## src/rtl/sysid_ext_slave.sv

```systemverilog
// rtl/sysid_ext_slave.sv - system ID / build timestamp / uptime register slave
//
// Purpose:
//   Avalon-MM style register slave exposing a fixed system ID, a build
//   timestamp, a free-running 64-bit uptime counter (advanced once every
//   TICK_DIV clocks while enabled), a scratch register and a small control
//   register. Reads are answered with a fixed latency of one cycle and the
//   slave never stalls.
//
// Ports:
//   clock          sole clock, rising edge
//   reset          synchronous active-high reset
//   address[2:0]   word address
//   read           read strobe, one cycle per transfer
//   write          write strobe, one cycle per transfer
//   writedata[31:0] write data
//   byteenable[3:0] write byte lanes, bit n covers writedata[8n+7:8n]
//   readdata[31:0] registered read data, holds when readdatavalid is low
//   readdatavalid  one-cycle pulse in the cycle after an accepted read
//
// Register map:
//   0 ID         RO  SYSTEM_ID
//   1 TIMESTAMP  RO  TIMESTAMP
//   2 UPTIME_LO  RO  uptime[31:0]; latches uptime[63:32] into the shadow
//   3 UPTIME_HI  RO  shadow of uptime[63:32] taken at the last LO read
//   4 SCRATCH    RW  byte-lane writable
//   5 CTRL       RW  bit0 EN, bit1 CLR (write-1 action, reads 0)
//   6 TICK_DIV   RO  TICK_DIV zero-extended
//   7 reserved       reads 0

module sysid_ext_slave #(
  parameter logic [31:0] SYSTEM_ID = 32'h0000_0000,
  parameter logic [31:0] TIMESTAMP = 32'h0000_0000,
  parameter int unsigned TICK_DIV  = 50
) (
  input  logic        clock,
  input  logic        reset,
  input  logic [2:0]  address,
  input  logic        read,
  input  logic        write,
  input  logic [31:0] writedata,
  input  logic [3:0]  byteenable,
  output logic [31:0] readdata,
  output logic        readdatavalid
);

  localparam logic [2:0] ADDR_ID        = 3'd0;
  localparam logic [2:0] ADDR_TIMESTAMP = 3'd1;
  localparam logic [2:0] ADDR_UPTIME_LO = 3'd2;
  localparam logic [2:0] ADDR_UPTIME_HI = 3'd3;
  localparam logic [2:0] ADDR_SCRATCH   = 3'd4;
  localparam logic [2:0] ADDR_CTRL      = 3'd5;
  localparam logic [2:0] ADDR_TICK_DIV  = 3'd6;

  // Prescaler terminal count; TICK_DIV is limited to 1..65535 so 16 bits suffice.
  localparam logic [15:0] PRESC_MAX  = 16'(TICK_DIV - 1);
  localparam logic [31:0] TICK_DIV_W = 32'(TICK_DIV);

  logic [15:0] presc_q,    presc_d;
  logic [63:0] uptime_q,   uptime_d;
  logic [31:0] shadow_q,   shadow_d;
  logic [31:0] scratch_q,  scratch_d;
  logic        en_q,       en_d;
  logic [31:0] readdata_q, readdata_d;
  logic        rvalid_q,   rvalid_d;

  logic        wr_acc;
  logic        ctrl_wr;
  logic        clr;
  logic        tick;

  always_comb begin
    // A simultaneous read wins; the write in that cycle is dropped entirely.
    wr_acc  = write & ~read;
    ctrl_wr = wr_acc && (address == ADDR_CTRL) && byteenable[0];
    clr     = ctrl_wr && writedata[1];
    tick    = en_q && (presc_q == PRESC_MAX);

    presc_d    = presc_q;
    uptime_d   = uptime_q;
    shadow_d   = shadow_q;
    scratch_d  = scratch_q;
    en_d       = en_q;
    readdata_d = readdata_q;
    rvalid_d   = read;

    // Prescaler and uptime. CLR overrides any tick landing on the same edge.
    if (clr) begin
      presc_d  = 16'h0000;
      uptime_d = 64'h0;
    end else if (en_q) begin
      if (tick) begin
        presc_d  = 16'h0000;
        uptime_d = uptime_q + 64'd1;
      end else begin
        presc_d  = presc_q + 16'd1;
      end
    end

    if (ctrl_wr) begin
      en_d = writedata[0];
    end

    // Shadow capture uses the pre-increment counter so LO and HI stay coherent
    // even when a tick carries into bit 32 on the read edge. A CLR write can
    // never coincide with a read, so the two branches are exclusive.
    if (clr) begin
      shadow_d = 32'h0;
    end else if (read && (address == ADDR_UPTIME_LO)) begin
      shadow_d = uptime_q[63:32];
    end

    if (wr_acc && (address == ADDR_SCRATCH)) begin
      for (int i = 0; i < 4; i++) begin
        if (byteenable[i]) begin
          scratch_d[8*i +: 8] = writedata[8*i +: 8];
        end
      end
    end

    if (read) begin
      case (address)
        ADDR_ID:        readdata_d = SYSTEM_ID;
        ADDR_TIMESTAMP: readdata_d = TIMESTAMP;
        ADDR_UPTIME_LO: readdata_d = uptime_q[31:0];
        ADDR_UPTIME_HI: readdata_d = shadow_q;
        ADDR_SCRATCH:   readdata_d = scratch_q;
        ADDR_CTRL:      readdata_d = {31'h0, en_q};
        ADDR_TICK_DIV:  readdata_d = TICK_DIV_W;
        default:        readdata_d = 32'h0;
      endcase
    end
  end

  // Reset also drops any read presented on a reset edge.
  always_ff @(posedge clock) begin
    if (reset) begin
      presc_q    <= 16'h0000;
      uptime_q   <= 64'h0;
      shadow_q   <= 32'h0;
      scratch_q  <= 32'h0;
      en_q       <= 1'b1;
      readdata_q <= 32'h0;
      rvalid_q   <= 1'b0;
    end else begin
      presc_q    <= presc_d;
      uptime_q   <= uptime_d;
      shadow_q   <= shadow_d;
      scratch_q  <= scratch_d;
      en_q       <= en_d;
      readdata_q <= readdata_d;
      rvalid_q   <= rvalid_d;
    end
  end

  assign readdata      = readdata_q;
  assign readdatavalid = rvalid_q;

endmodule
```

## config.mk

```make
export PLATFORM = sky130hd
export DESIGN_NAME = sysid_ext_slave
export DESIGN_NICKNAME = d
export VERILOG_FILES = /design/src/rtl/sysid_ext_slave.sv
export SDC_FILE = /design/constraint.sdc
export NUM_CORES = 1
export LEC_CHECK = 0
export CAP_MARGIN = 40
export CORE_MARGIN = 4
export CORE_UTILIZATION = 47
export CTS_CLUSTER_DIAMETER = 40
export DETAILED_ROUTE_END_ITERATION = 10
export GPL_ROUTABILITY_DRIVEN = 0
export HOLD_SLACK_MARGIN = 0.15
export PLACE_DENSITY = 0.69
export RECOVER_POWER = 100
export SLEW_MARGIN = 10
export SYNTH_ARGS = -nofsm -noshare
export SYNTH_HDL_FRONTEND = slang
export SYNTH_SLANG_ARGS = --single-unit
export TNS_END_PERCENT = 10
```

## constraint.sdc

```tcl
create_clock -name clock -period 5 [get_ports clock]
set_input_delay 1 -clock clock [delete_from_list [all_inputs] [get_ports clock]]
set_output_delay 1 -clock clock [all_outputs]
set_load 0.1 [all_outputs]
```

# After elaboration in Yosys (flattened, before gate mapping)
# Index checks and enable logic that the tools add are counted.
dict set report classes {
  n_addsub 2
  mul 0
  div 0
  magnitude_cmp 0
  n_eq_ne 6
  n_shift 0
  mux 2
  bitwise_logic 2
  reduce_logical 12
}
# op count
set op_table {}
lappend op_table {{one-hot mux 32 bit (5 select lines)} 1}
lappend op_table {{adder 64 x 1 -> 64 bit, second input constant} 1}
lappend op_table {{adder 16 x 1 -> 16 bit, second input constant} 1}
lappend op_table {{equality test 16 x 6 -> 1 bit, second input constant} 1}
lappend op_table {{two-way mux 16 bit} 1}
lappend op_table {{AND reduction 2 bit} 5}
lappend op_table {{equality test 3 bit, second input constant} 3}
lappend op_table {{equality test 3 x 2 -> 1 bit, second input constant} 2}
lappend op_table {{logical AND 1 bit} 6}
lappend op_table {{OR reduction 2 bit} 1}
lappend op_table {{AND 1 bit} 1}
lappend op_table {{NOT 1 bit} 1}
dict set report totals {
  reg_bits 178
  latchBits 0
  ramBits 0
  rom_bits 0
  output_inout_bits 33
  word_cells 34
  mem_count 0
}

# Longest topological paths before layout
dict set report logic_depth {
  depth_word 6
  ltp_mapped 9
}

# Worst setup path before layout
# OpenSTA, ideal clock, no wires.
dict set report synth_path {
  path_type {input-to-reg}
  from {input read}
  to {register presc_q[1]}
  t_arrival_ps 2640
  t_required_ps 4872
  slack_ps 2233
  stages 7
  path_buffers 4
  path_cell_list {clkbuf_1 -> nor4bb_1 -> a41o_1 -> clkbuf_1 -> clkbuf_1 -> buf_1 -> nor2_1}
}
dict set report synth_between {
  elab_chain_len 6
}
# element line_no
set synth_rtl {}
lappend synth_rtl {{start, declared} 39} ;# input logic read,
lappend synth_rtl {{NOT 1 bit} 74} ;# wr_acc = write & ~read;
lappend synth_rtl {{AND 1 bit} 74}
lappend synth_rtl {{logical AND 1 bit (2 in series)} 75} ;# ctrl_wr = wr_acc && (address == ADDR_CTRL) && byteenable[0];
lappend synth_rtl {{logical AND 1 bit} 76} ;# clr = ctrl_wr && writedata[1];
lappend synth_rtl {{OR reduction 2 bit (no line)} -}
lappend synth_rtl {{end signal, assigned} 146} ;# presc_q <= presc_d;
lappend synth_rtl {{end, declared} 59} ;# logic [15:0] presc_q, presc_d;
# Every way passes these cells.
# A chain may end at the register's enable or synchronous reset.

# Worst setup path after layout
dict set report layout_path {
  from {input address[1]}
  to {register scratch_q[24]}
}
dict set report layout_between {
  elab_chain_len 3
}
# element line_no
set layout_rtl {}
lappend layout_rtl {{start, declared} 38} ;# input logic [2:0] address,
lappend layout_rtl {{equality test 3 bit} 113} ;# if (wr_acc && (address == ADDR_SCRATCH)) begin
lappend layout_rtl {{logical AND 1 bit} 113}
lappend layout_rtl {{AND reduction 2 bit (no line)} -}
lappend layout_rtl {{end signal, assigned} 149} ;# scratch_q <= scratch_d;
lappend layout_rtl {{end, declared} 62} ;# logic [31:0] scratch_q, scratch_d;
# Every way passes these cells.

==> results_dict.tcl <==
set metrics [dict create \
    grt.overflow.total 0 \
    clk_pin_slew_worst_paths_ns 0.07 \
    relSlewSlack_pct -15.1 \
    cts_tree "done" \
    port_buffers 75 \
    p_switching_w 0.000681 \
    final.setup_skew_ns 0.00743 \
    min_period_ns 3.70 \
    hold_violations 0 \
    violations "capacitance limit, slew limit" \
    vias_per_cell 5.72 \
    dieWidth_um 139 \
    hpwlAfterDp_um 15100 \
    synthArstFlopShare_pct 0 \
    top_level_ports 76 \
    p_leak_nw 3.23 \
    hold_class "reg -> reg" \
    drc_errors 0 \
    syn_area_mm2 0.00811 \
    ys_seq_area_share_pct 43.9 \
    die-area_mm2 0.0194 \
    tns_ns 0 \
    ctsRootBufferMaster "clkbuf_16" \
    wl_per_cell_um 16.5 \
    crit_type "in -> reg" \
    clock_path_buffers 2 \
    wl_um 22000 \
    ir_worst_vdd_mv 0.243 \
    grt_pass1_wl_um 36100 \
    status "complete, but fails checks" \
    std_cell_rows 47 \
    critPathArrivalTime_ns 3.98 \
    synth.distinct_cells 40 \
    die_height_um 139 \
    hold_buffers 0 \
    setup_ws_ns 1.30 \
    dr.pass1.iters 5 \
    nets 1147 \
    p_clk_share_pct 49.6 \
    final_cell_mix "178 x dfxtp_1, 169 x nand2_1, 143 x a21oi_1" \
    crit_fanout 18 \
    antenna_found_initial 0 \
    start_util_pct 48.4 \
    post-cts-setup-buffers 0 \
    rsz0062_at_grt "no" \
    core_area_mm2 0.0168 \
    setup_violations 0 \
    first_iter_violations 569 \
    post-route-period-util_pct 74.0 \
    cts_made_buffers 17 \
    place_ws_ns 1.43 \
    synthCells 1027 \
    tightest_slew_ns 1.73 \
    worstSetupStartpointType "input pin" \
    synth_top_flop_cell "dfxtp_1" \
    cap_viol_max_count 1 \
    final_common_cell "dfxtp_1" \
    internal_power_w 0.00244 \
    clock-sinks 178 \
    nFillCells 1520 \
    ant_nets 0 \
    max_freq_mhz 270 \
    synth_nets 1073 \
    synthesis.yosys.warnings 0 \
    drive_above_1_share_pct 5.03 \
    synth_edf_count 0 \
    maxSlewViolCount 37 \
    combPwrFrac_pct 4.6 \
    sw_frac_of_total_pct 21.9 \
    grt_pass1_vias 7097 \
    track_usage_pct 22.3 \
    seqPwrFrac_pct 45.8 \
    cts_max_level 4 \
    vias 7637 \
    synth-seq-cells 178 \
    synth_area_per_cell_um2 7.90 \
    insertion_delay_ns 0.43 \
    cts.repair.resized 0 \
    powerDensity_mw_per_mm2 315 \
    grt_max_degree 68 \
    critical_path_required_ns 5.29 \
    areaGrowthSynthToFinish_pct 22.0 \
    cp-end-kind "flip-flop" \
]
routing by layer:
layer | GRT usage, % | wire length (um) | up-vias | part of all wire, %
met5 | 0 | 0 | - | 0
met4 | 6.95 | 330 | 0 | 1.5
met3 | 4.73 | 1300 | 33 | 5.9
met2 | 35.1 | 9870 | 237 | 45
met1 | 30.9 | 10500 | 3593 | 48
li1 | - | - | 3774 | -
through the flow:
step / area (um^2) / hold WS, ns / utilization (%) / instances / total power, W
after floorplan: 8110 / 0.433 / - / 1027 / 0.00154
after global placement: 8990 / 0.442 / 53.6 / 1267 / 0.00160
after detailed placement: 9550 / 0.446 / 57.0 / 1302 / 0.00161
after CTS: 10200 / 0.456 / 61.1 / 1334 / 0.00314
after global routing: 9890 / 0.472 / 59.0 / 1334 / 0.00322
final: 9890 / 0.457 / 59.0 / 1335 / 0.00312
power groups by stage:
stage	sequential [W]	clock (W)	combinational, W
2_1_floorplan	0.00147	0	0.0000716
3_3_place_gp	0.00146	0	0.000140
3_5_place_dp	0.00146	0	0.000146
4_1_cts	0.00143	0.00157	0.000147
5_1_grt	0.00143	0.00163	0.000154
6_report	0.00143	0.00155	0.000143
flip-flops by register name, indices dropped and copies added, names as in the netlist:
| signal | count |
|---|---|
| shadow_q | 32 |
| presc_q | 16 |
| scratch_q | 32 |
| en_q | 1 |
| readdata | 32 |
| readdatavalid | 1 |
| uptime_q | 64 |
synth_stat cells (2+ instances only):
master	count	area, um^2
a21o_1	3	22.5
a21oi_1	143	716
and3_1	10	62.6
and4_1	10	87.6
buf_1	8	30.0
clkbuf_1	57	214
dfxtp_1	178	3560
ha_1	3	37.5
inv_1	11	41.3
mux2i_1	34	340
nand2_1	169	634
nand2b_1	5	31.3
nand3_1	61	305
nand4_1	32	200
nor2_1	78	293
nor2b_1	36	225
nor3_1	8	40.0
nor3b_1	3	22.5
nor4_1	7	43.8
nor4b_1	2	17.5
nor4bb_1	2	20.0
o21ai_0	50	250
o31ai_1	24	180
or3_1	23	144
or4_1	25	188
xnor2_1	10	87.6
xor2_1	22	193
logic make-up after synthesis:
group | after synthesis | synth area share, %
AND/OR/NAND/NOR | 477 | 29.3
XOR/XNOR | 32 | 3.46
multiplexers | 34 | 4.20
adder cells (fa/ha/maj) | 3 | 0.463
AO/OA/AOI/OAI | 225 | 14.9
buffers and inverters | 78 | 3.72
flip-flops | 178 | 43.9
area by class of cell:
type,count,area (um^2),area share [%]
tap,220,275,2.78
antenna,1,2.50,0.0253
timing repair buffer,122,1070,10.8
multi-input combinational,771,4260,43.0
clock buffer,18,439,4.44
clock inverter,14,248,2.50
sequential,178,3560,36.0
inverter,11,41.3,0.417
final timing paths:
path | startpoint | endpoint | slack [ns] | cells after the start
worst max-delay path | address[1] | scratch_q[24] | 1.30 | 7
worst min-delay path | shadow_q[16] | shadow_q[16] | 0.46 | 2
worst max register to register | en_q | uptime_q[54] | 1.80 | 6
worst min register to register | shadow_q[16] | shadow_q[16] | 0.46 | 2
critical path: stages:
cell,delay [ns]
dlygate4sd3_1,0.72
nor4bb_1,0.65
nor2b_1,0.24
clkbuf_1,0.73
nand2_1,0.40
nand2_1,0.17
a21oi_1,0.08
Note: power is estimated with default switching activity, not from simulation.
